## config.mk

```make
export PLATFORM = sky130hd
export DESIGN_NAME = box_cmd_seq
export DESIGN_NICKNAME = d
export VERILOG_FILES = /design/src/rtl/box_pkg.sv /design/src/rtl/box_timeout_ctr.sv /design/src/rtl/box_cmd_seq.sv
export SDC_FILE = /design/constraint.sdc
export NUM_CORES = 1
export LEC_CHECK = 0
export ABC_CLOCK_PERIOD_IN_PS = 3700
export BUFFER_PORTS_ARGS = -buffer_cell sky130_fd_sc_hd__buf_2
export CAP_MARGIN = 20
export CORE_MARGIN = 2
export CORE_UTILIZATION = 40
export CTS_CLUSTER_SIZE = 20
export DETAILED_ROUTE_END_ITERATION = 6
export GPL_ROUTABILITY_DRIVEN = 0
export PLACE_DENSITY = 0.63
export SYNTH_ARGS = -nofsm -noshare
export SYNTH_HDL_FRONTEND = slang
export SYNTH_SLANG_ARGS = --single-unit
```

## constraint.sdc

```tcl
create_clock -name clk -period 3.7 [get_ports clk]
set_input_delay 0.185 -clock clk [delete_from_list [all_inputs] [get_ports clk]]
set_output_delay 0.185 -clock clk [all_outputs]
set_load 0.01 [all_outputs]
```

## src/rtl/box_pkg.sv

```systemverilog
// Shared state type and default widths for the box_cmd_seq register-box sequencer.
package box_pkg;

  localparam int DEF_DATA_W = 8;
  localparam int DEF_ADDR_W = 2;

  typedef enum logic [1:0] {
    IDLE,
    WR,
    RD,
    RESP
  } state_t;

endpackage

```

## src/rtl/box_timeout_ctr.sv

```systemverilog
// Read-wait timeout counter: cleared outside the read phase, counts up while enabled
// and flags expiry on its LIMIT-th counted cycle.
module box_timeout_ctr #(
  parameter int LIMIT = 8
) (
  input  logic clk,
  input  logic rst,
  input  logic clear,
  input  logic enable,
  output logic expired
);

  localparam int CNT_W = $clog2(LIMIT + 1);

  logic [CNT_W-1:0] count;

  // Saturates at the expiry value so a stalled read never wraps back to "fresh".
  always_ff @(posedge clk or negedge rst) begin
    if (!rst) begin
      count <= '0;
    end else if (clear) begin
      count <= '0;
    end else if (enable && !expired) begin
      count <= count + CNT_W'(1);
    end
  end

  assign expired = (count == CNT_W'(LIMIT - 1));

endmodule

```

## src/rtl/box_cmd_seq.sv

```systemverilog
// Command sequencer turning upstream read/write commands into register-box accesses.
// Define BOX_CMD_SEQ_RDBACK_EN to follow every write with a verifying read-back.
module box_cmd_seq
  import box_pkg::*;
#(
  parameter int DATA_W      = DEF_DATA_W,
  parameter int ADDR_W      = DEF_ADDR_W,
  parameter int TIMEOUT_CYC = 8
) (
  input  logic              clk,
  input  logic              rst,
  input  logic              cmd_valid,
  output logic              cmd_ready,
  input  logic              cmd_write,
  input  logic [ADDR_W-1:0] cmd_addr,
  input  logic [DATA_W-1:0] cmd_wdata,
  output logic              read_enable,
  output logic              write_enable,
  output logic [ADDR_W-1:0] address,
  output logic [DATA_W-1:0] write_data,
  input  logic [DATA_W-1:0] read_data,
  input  logic              read_active,
  output logic              rsp_valid,
  input  logic              rsp_ready,
  output logic [DATA_W-1:0] rsp_data,
  output logic              rsp_err,
  output logic              busy
);

  state_t state;
  logic   to_clear;
  logic   to_enable;
  logic   to_expired;
`ifdef BOX_CMD_SEQ_RDBACK_EN
  logic   rdback;
`endif

  assign to_clear  = (state != RD);
  assign to_enable = (state == RD);

  box_timeout_ctr #(
    .LIMIT(TIMEOUT_CYC)
  ) u_timeout (
    .clk    (clk),
    .rst    (rst),
    .clear  (to_clear),
    .enable (to_enable),
    .expired(to_expired)
  );

  // address/write_data double as the latched command fields, so they naturally
  // hold their last values once the access is over.
  always_ff @(posedge clk or negedge rst) begin
    if (!rst) begin
      state        <= IDLE;
      cmd_ready    <= 1'b0;
      read_enable  <= 1'b0;
      write_enable <= 1'b0;
      address      <= '0;
      write_data   <= '0;
      rsp_valid    <= 1'b0;
      rsp_data     <= '0;
      rsp_err      <= 1'b0;
      busy         <= 1'b0;
`ifdef BOX_CMD_SEQ_RDBACK_EN
      rdback       <= 1'b0;
`endif
    end else begin
      case (state)
        IDLE: begin
          if (cmd_ready && cmd_valid) begin
            cmd_ready <= 1'b0;
            busy      <= 1'b1;
            address   <= cmd_addr;
`ifdef BOX_CMD_SEQ_RDBACK_EN
            rdback    <= cmd_write;
`endif
            if (cmd_write) begin
              write_data   <= cmd_wdata;
              write_enable <= 1'b1;
              state        <= WR;
            end else begin
              read_enable <= 1'b1;
              state       <= RD;
            end
          end else begin
            cmd_ready <= 1'b1;
          end
        end
        WR: begin
          write_enable <= 1'b0;
`ifdef BOX_CMD_SEQ_RDBACK_EN
          read_enable  <= 1'b1;
          state        <= RD;
`else
          rsp_valid    <= 1'b1;
          rsp_data     <= write_data;
          rsp_err      <= 1'b0;
          state        <= RESP;
`endif
        end
        RD: begin
          // A late read_active on the expiry cycle still counts as a good read.
          if (read_active) begin
            read_enable <= 1'b0;
            rsp_valid   <= 1'b1;
            rsp_data    <= read_data;
`ifdef BOX_CMD_SEQ_RDBACK_EN
            rsp_err     <= rdback && (read_data != write_data);
`else
            rsp_err     <= 1'b0;
`endif
            state       <= RESP;
          end else if (to_expired) begin
            read_enable <= 1'b0;
            rsp_valid   <= 1'b1;
            rsp_data    <= '0;
            rsp_err     <= 1'b1;
            state       <= RESP;
          end
        end
        RESP: begin
          if (rsp_ready) begin
            rsp_valid <= 1'b0;
            busy      <= 1'b0;
            state     <= IDLE;
          end
        end
        default: begin
          state <= IDLE;
        end
      endcase
    end
  end

endmodule

```

==> impl_metrics.ini, run 1 <==
[power]
power_density_nw_per_um2 = 819
total_power_uw = 1480
leakage_uw = 0.000978
ir_drop_mv = 0.343

[sta]
max_slew_margin_pct = 55.0
slew_violations = 0
finalSetupTns_ps = 0
final.setup_skew_ps = 9.75
hold_violations = 0
rsz0062_at_grt = false
setup_slack_ps = 1900
tightest_slew_ps = 676
finalSetupViolCount = 0
max_freq_mhz = 556
min_period_ps = 1800
period_share_pct = 48.6

[route]
dr.pass1.iters = 4
drt_iter0_drc = 23
route.detailed.wl_per_inst_um = 14.2
routed_wl_um = 3180
drc = 0
dr_total_vias = 1119
ant_nets = 0
vias_per_cell = 5.00

[critical_path]
cp-endpoint = rsp_data[2]
required_ps = 3950
crit_path_end_kind = register
path_max_fanout = 16
path_buf_inv = 1
crit_cells = 5
reg2reg_slack_ps = 1900
path_cells = inv_1 -> ha_1 -> and2b_4 -> a21oi_4 -> mux2i_1
r2r_start = state[0]
rr_endpoint = rsp_data[2]
crit_type = reg -> reg
reg2reg_depth = 5
slowest_stage = dfrtp_1
critical_path_arrival_ps = 2050
cp-start-kind = register
crit_family = flip-flops
max_stage_delay_ps = 380
worstSetupStartpoint = state[0]

[placement]
pre_cts_slack_ps = 1890
dp_hpwl_um = 2370
io_buffer_count = 47
placedCellCount = 216

[clock_tree]
postCtsSetupBuffers = 0
hold_buffers = 1
clkLatencyLatePin_ps = 330
cts-htree-levels = 2
clk_pin_slew_ps = 100
cts-resized-gates = 0
numCtsBuffers = 5
cts_tree = built
clock_sinks = 30
cts_root_buffer = clkbuf_4
clock_path_buffers = 2

[layout]
nNetsFinal = 208
final_common_cell = buf_2
diodes = 0
syn_to_final_growth_pct = 23.3
mostFrequentLayoutCells = buf_2, dfrtp_1, inv_1
num-fill-cells = 326
final_cells = 224
drive_above_1_share_pct = 38.8

[floorplanning]
fp-row-count = 21
coreArea_um2 = 3420
initial_utilization_pct = 42.9
die-area_um2 = 4170
die_w_um = 64.5
die_y_um = 64.5
io_pins = 48

[outcome]
outcome = finished clean

[hold_path]
hold_class = in -> reg

[logic_synthesis]
yosysTopAreaCellShare_pct = 51.2
ys_warn_count = 0
synth_largest_area_cell = dfrtp_1
ys_seq_area_share_pct = 51.2
syn_nets = 155
synth_area_um2 = 1470
yosysUniqueCellTypes = 29
avgSynthCellArea_um2 = 11.7
ys_ff_latch = 30
syn-instance-count = 125
ys_top_cells_by_area = dfrtp_1, mux2i_1, mux2_2, ha_1, nor2b_1

[global_route]
grt_pass1_vias = 1209
grt_overflow_total = 0
track_usage_pct = 17.4
antenna_found_initial = 0
grt_max_degree = 31
grt_first_pass_wirelength_um = 5520

[run]
maxCapViolations = 0
==> registers in the layout, summed over array words and instances (netlist names), 2 cells and up <==
signal           flops
rsp_data             8
u_timeout.count      4
write_data           8
address              2
state                2
==> final cells by class <==
| class | instances | area [µm²] | share of cell area (%) |
|---|---|---|---|
| repair buffers | 48 | 245 | 13.6 |
| inverters | 13 | 48.8 | 2.70 |
| flip-flops and latches | 30 | 751 | 41.5 |
| multi-input cells | 80 | 658 | 36.4 |
| clock buffers | 5 | 37.5 | 2.08 |
| clock inverters | 2 | 10.0 | 0.554 |
| well taps | 46 | 57.6 | 3.18 |
==> through the flow <==
step	hold slack [ps]	cell area, µm²	util (%)
2_1_floorplan	-111	1470	-
3_3_place_gp	257	1750	51.2
3_5_place_dp	262	1750	51.2
4_1_cts	73.3	1810	52.9
5_1_grt	71.1	1810	52.9
6_report	81.4	1810	52.9
==> worst reg2reg max path: stages (launching register included) <==
cell	delay (ps)
dfrtp_1	380
inv_1	100
ha_1	380
and2b_4	280
a21oi_4	350
mux2i_1	240
==> Yosys cell counts (all sizes together) <==
library cell / instances
nand4: 1
dfrtp: 30
xor2: 1
nand2: 3
inv: 13
a22o: 1
a211o: 1
o21a: 2
ha: 6
and2: 2
a211oi: 1
and2b: 3
mux2i: 12
o21ai: 3
mux2: 10
buf: 2
nand3: 2
a21boi: 1
nor2b: 10
o22ai: 1
o31a: 1
a31oi: 3
a21oi: 11
nor2: 3
o22a: 1
nand3b: 1
==> where the power goes <==
group | switching, µW | internal (µW) | leakage [µW]
Combinational | 388 | 355 | 0.000573
Sequential | 91.1 | 468 | 0.000374
Clock | 111 | 68.1 | 0.0000308
Total | 590 | 891 | 0.000978
==> layer usage <==
layer	part of all wire, %	vias up	wire (µm)	track usage [%]
met5	0	-	0	0
met4	2.6	0	84	8.78
met3	5.7	9	182	4.17
met2	46	40	1470	28.1
met1	45	536	1450	21.7
li1	-	534	-	-
==> worst min path at each step <==
stage                  from                  to  depth (start not counted)
6_report       cmd_wdata[1]       write_data[1]                          2
5_1_grt        cmd_wdata[4]       write_data[4]                          2
4_1_cts        cmd_wdata[3]       write_data[3]                          2
3_5_place_dp            rst       write_data[7]                          1
3_3_place_gp            rst  u_timeout.count[2]                          1
2_1_floorplan           rst          address[0]                          0
==> cells by family after synthesis <==
logic type,Yosys count,synth area share (%)
DFF,30,51.2
adders and majority gates,6,5.12
buffers and inverters,15,3.92
xor gates and xnor gates,1,0.597
and+or+nand+nor,25,11.3
AOI/OAI and AO/OA,26,12.0
muxes,22,15.9
Power figures use the tool's default switching activity.
==> run 2, diff against run 1 <==
- ABC_AREA: default -> 1
- ABC_CLOCK_PERIOD_IN_PS: 3700 -> 1750
- PLACE_DENSITY: 0.63 -> 0.62
- clock period: 3.7 -> 1.75 ns (I/O delays scaled with it)
==> run 2 against run 1 <==
- routed wire length increased by 1.1%
- sequential cell count unchanged
- sequential power grew 110%
- via count up 20%
- non-clock buffer count increased by 9
- critical path type unchanged
- worst hold slack lost 71 ps
- die area increased by 1.4%
- sequential share of layout area down 2.7 points
- count of clock-buffer cells in the layout grew 2
- synthesized area up 1.5%
- combinational power increased by 110%
- critical path depth increased by 2
==> impl_metrics.ini, run 2 <==
[sta]
slew_violations = 0
setup_slack_ps = 261
min_period_ps = 1490
period_share_pct = 85.1
finalSetupViolCount = 0
hold_violations = 0
tightest_slew_ps = 654
max_slew_margin_pct = 56.4
finalSetupTns_ps = 0
rsz0062_at_grt = false
final.setup_skew_ps = 5.83
max_freq_mhz = 672

[layout]
final_common_cell = nand2_1
mostFrequentLayoutCells = nand2_1, buf_2, dfrtp_1
nNetsFinal = 273
finish.instance_area_um2 = 1940
drive_above_1_share_pct = 27.0
reg_top3 = rsp_data x8, write_data x8, u_timeout.count x4
multi_input_area_um2 = 662
num-fill-cells = 355
final_cells = 292
syn_to_final_growth_pct = 30.0
regArea_um2 = 751
diodes = 0

[logic_synthesis]
synth.most_common_cell = nand2_1
synth_common_cells = nand2_1, dfrtp_1, nand3_1
synthAdderAreaFrac_pct = 5.04
ys_top_cells_by_area = dfrtp_1, nand2_1, nand3_1, ha_1, inv_1
synth_edf_count = 0
synth-compound-area-share_pct = 3.11
syn_nets = 214
synth_area_um2 = 1490
async_reset_ff_share_pct = 100
yosysTopAreaCellShare_pct = 50.4
ys.flop_type = dfrtp_1
muxShareOfSynthArea_pct = 0
yosys.area_share.simple_pct = 35.7
syn-instance-count = 184
avgSynthCellArea_um2 = 8.09
ys_ff_latch = 30
yosys.area_share.xor_xnor_pct = 0.588
ys_warn_count = 0
yosysUniqueCellTypes = 22
ys_seq_area_share_pct = 50.4
synth_top_family_by_area = simple AND/OR/NAND/NOR gates
synth_largest_area_cell = dfrtp_1

[critical_path]
crit_path_end_kind = register
crit_type = reg -> reg
crit_family = simple AND/OR/NAND/NOR gates
path_common_cell = nand2_1
path_max_fanout = 10
required_ps = 1930
slowest_stage = dfrtp_1
critical_path_arrival_ps = 1670
cp-start-kind = register
path_buf_inv = 2
max_stage_delay_ps = 410
path_cells = inv_1 -> ha_1 -> nand3_2 -> nor2_4 -> inv_4 -> nand2_1 -> nand2_1

[hold_path]
hold_class = in -> reg

[clock_tree]
cts_tree = built
clock_path_buffers = 2
clkLatencyLatePin_ps = 290
numCtsBuffers = 5
clock_sinks = 30
cts-htree-levels = 2
cts_root_buffer = clkbuf_8
clk_pin_slew_ps = 60

[placement]
place_area_um2 = 1770
dp_hpwl_um = 2380
io_buffer_count = 47
placedCellCount = 277
pre_cts_slack_ps = 274

[floorplanning]
die_y_um = 65.0
die_w_um = 65.0
io_pins = 48
initial_utilization_pct = 41.3
coreArea_um2 = 3610
die-area_um2 = 4230
fp-row-count = 22

[route]
dr.max_layer_used = met4
drt_iter0_drc = 44
ant_nets = 0
drc = 0
met1_length_um = 1520
route.detailed.wl_per_inst_um = 11.0
dr_wl_met3_um = 166
vias_per_cell = 4.62
dr_total_vias = 1348
routed_wl_um = 3220
dr_wl_met2_um = 1470
dr.pass1.iters = 4

[global_route]
grt_first_pass_wirelength_um = 5590
track_usage_pct = 17.6
grt_overflow_total = 0
grt_max_degree = 31
antenna_found_initial = 0
grt_pass1_vias = 1225

[power]
ir_drop_mv = 0.631
leakage_uw = 0.00111
total_power_uw = 3310
power_density_nw_per_um2 = 1710

[run]
maxCapViolations = 0

[outcome]
outcome = finished clean
## run 2: timing repair
action / 4_1_cts / 5_1_grt
endpoints found under the hold margin: 36 / 0
endpoints found under the setup margin: 0 / 0
buffers inserted: 0 / 0
resized for setup: 0 / 0
hold buffers: 7 / 0
## run 2: power by group
group	switching [µW]	total, µW	internal [µW]
combinational	938	1550	617
clock	257	573	316
sequential	197	1180	988
total	1390	3310	1920
## run 2: through the flow
step	hold slack [ps]	utilization, %
after floorplan	-208	-
after global placement	159	49.2
after detailed placement	163	49.2
after CTS	1.08	53.7
after global routing	9.28	53.7
final	10.3	53.7
## run 2: layout make-up
cell class | instances | share of cell area (%)
Sequential cell | 30 | 38.8
Multi-Input combinational cell | 138 | 34.2
Timing Repair Buffer | 57 | 16.9
Clock buffer | 7 | 4.46
Tap cell | 48 | 3.10
Inverter | 11 | 2.26
Clock inverter | 1 | 0.259
## run 2: metal layers
metal  up-vias  GRT usage [%]
li1        700              -
met2        32           27.1
met1       610           22.5
met5         -              0
met4         0           7.55
met3         6           5.90
## run 2: worst min-delay path: stages
cell,delay [ps]
buf_2,80
nand2_1,40
nand2_1,50
## run 2: cell families after synthesis
kind of cell               count (synthesis)
buffers and inverters                     16
AOI/OAI and AO/OA                          9
adders and majority gates                  6
and+or+nand+nor                          122
xor gates and xnor gates                   1
DFF                                       30
## run 2: path summary, 6_finish.rpt
kind                            slack, ps                  to  cells after the start         start
min in group asynchronous             360  u_timeout.count[1]                      2           rst
worst min-delay path                   10       write_data[7]                      3  cmd_wdata[7]
worst max register to register        260       write_data[6]                      7      state[1]
max in group asynchronous             960         rsp_data[5]                      2           rst
worst max-delay path                  260       write_data[6]                      7      state[1]
worst min register to register        460         rsp_data[0]                      2   rsp_data[0]
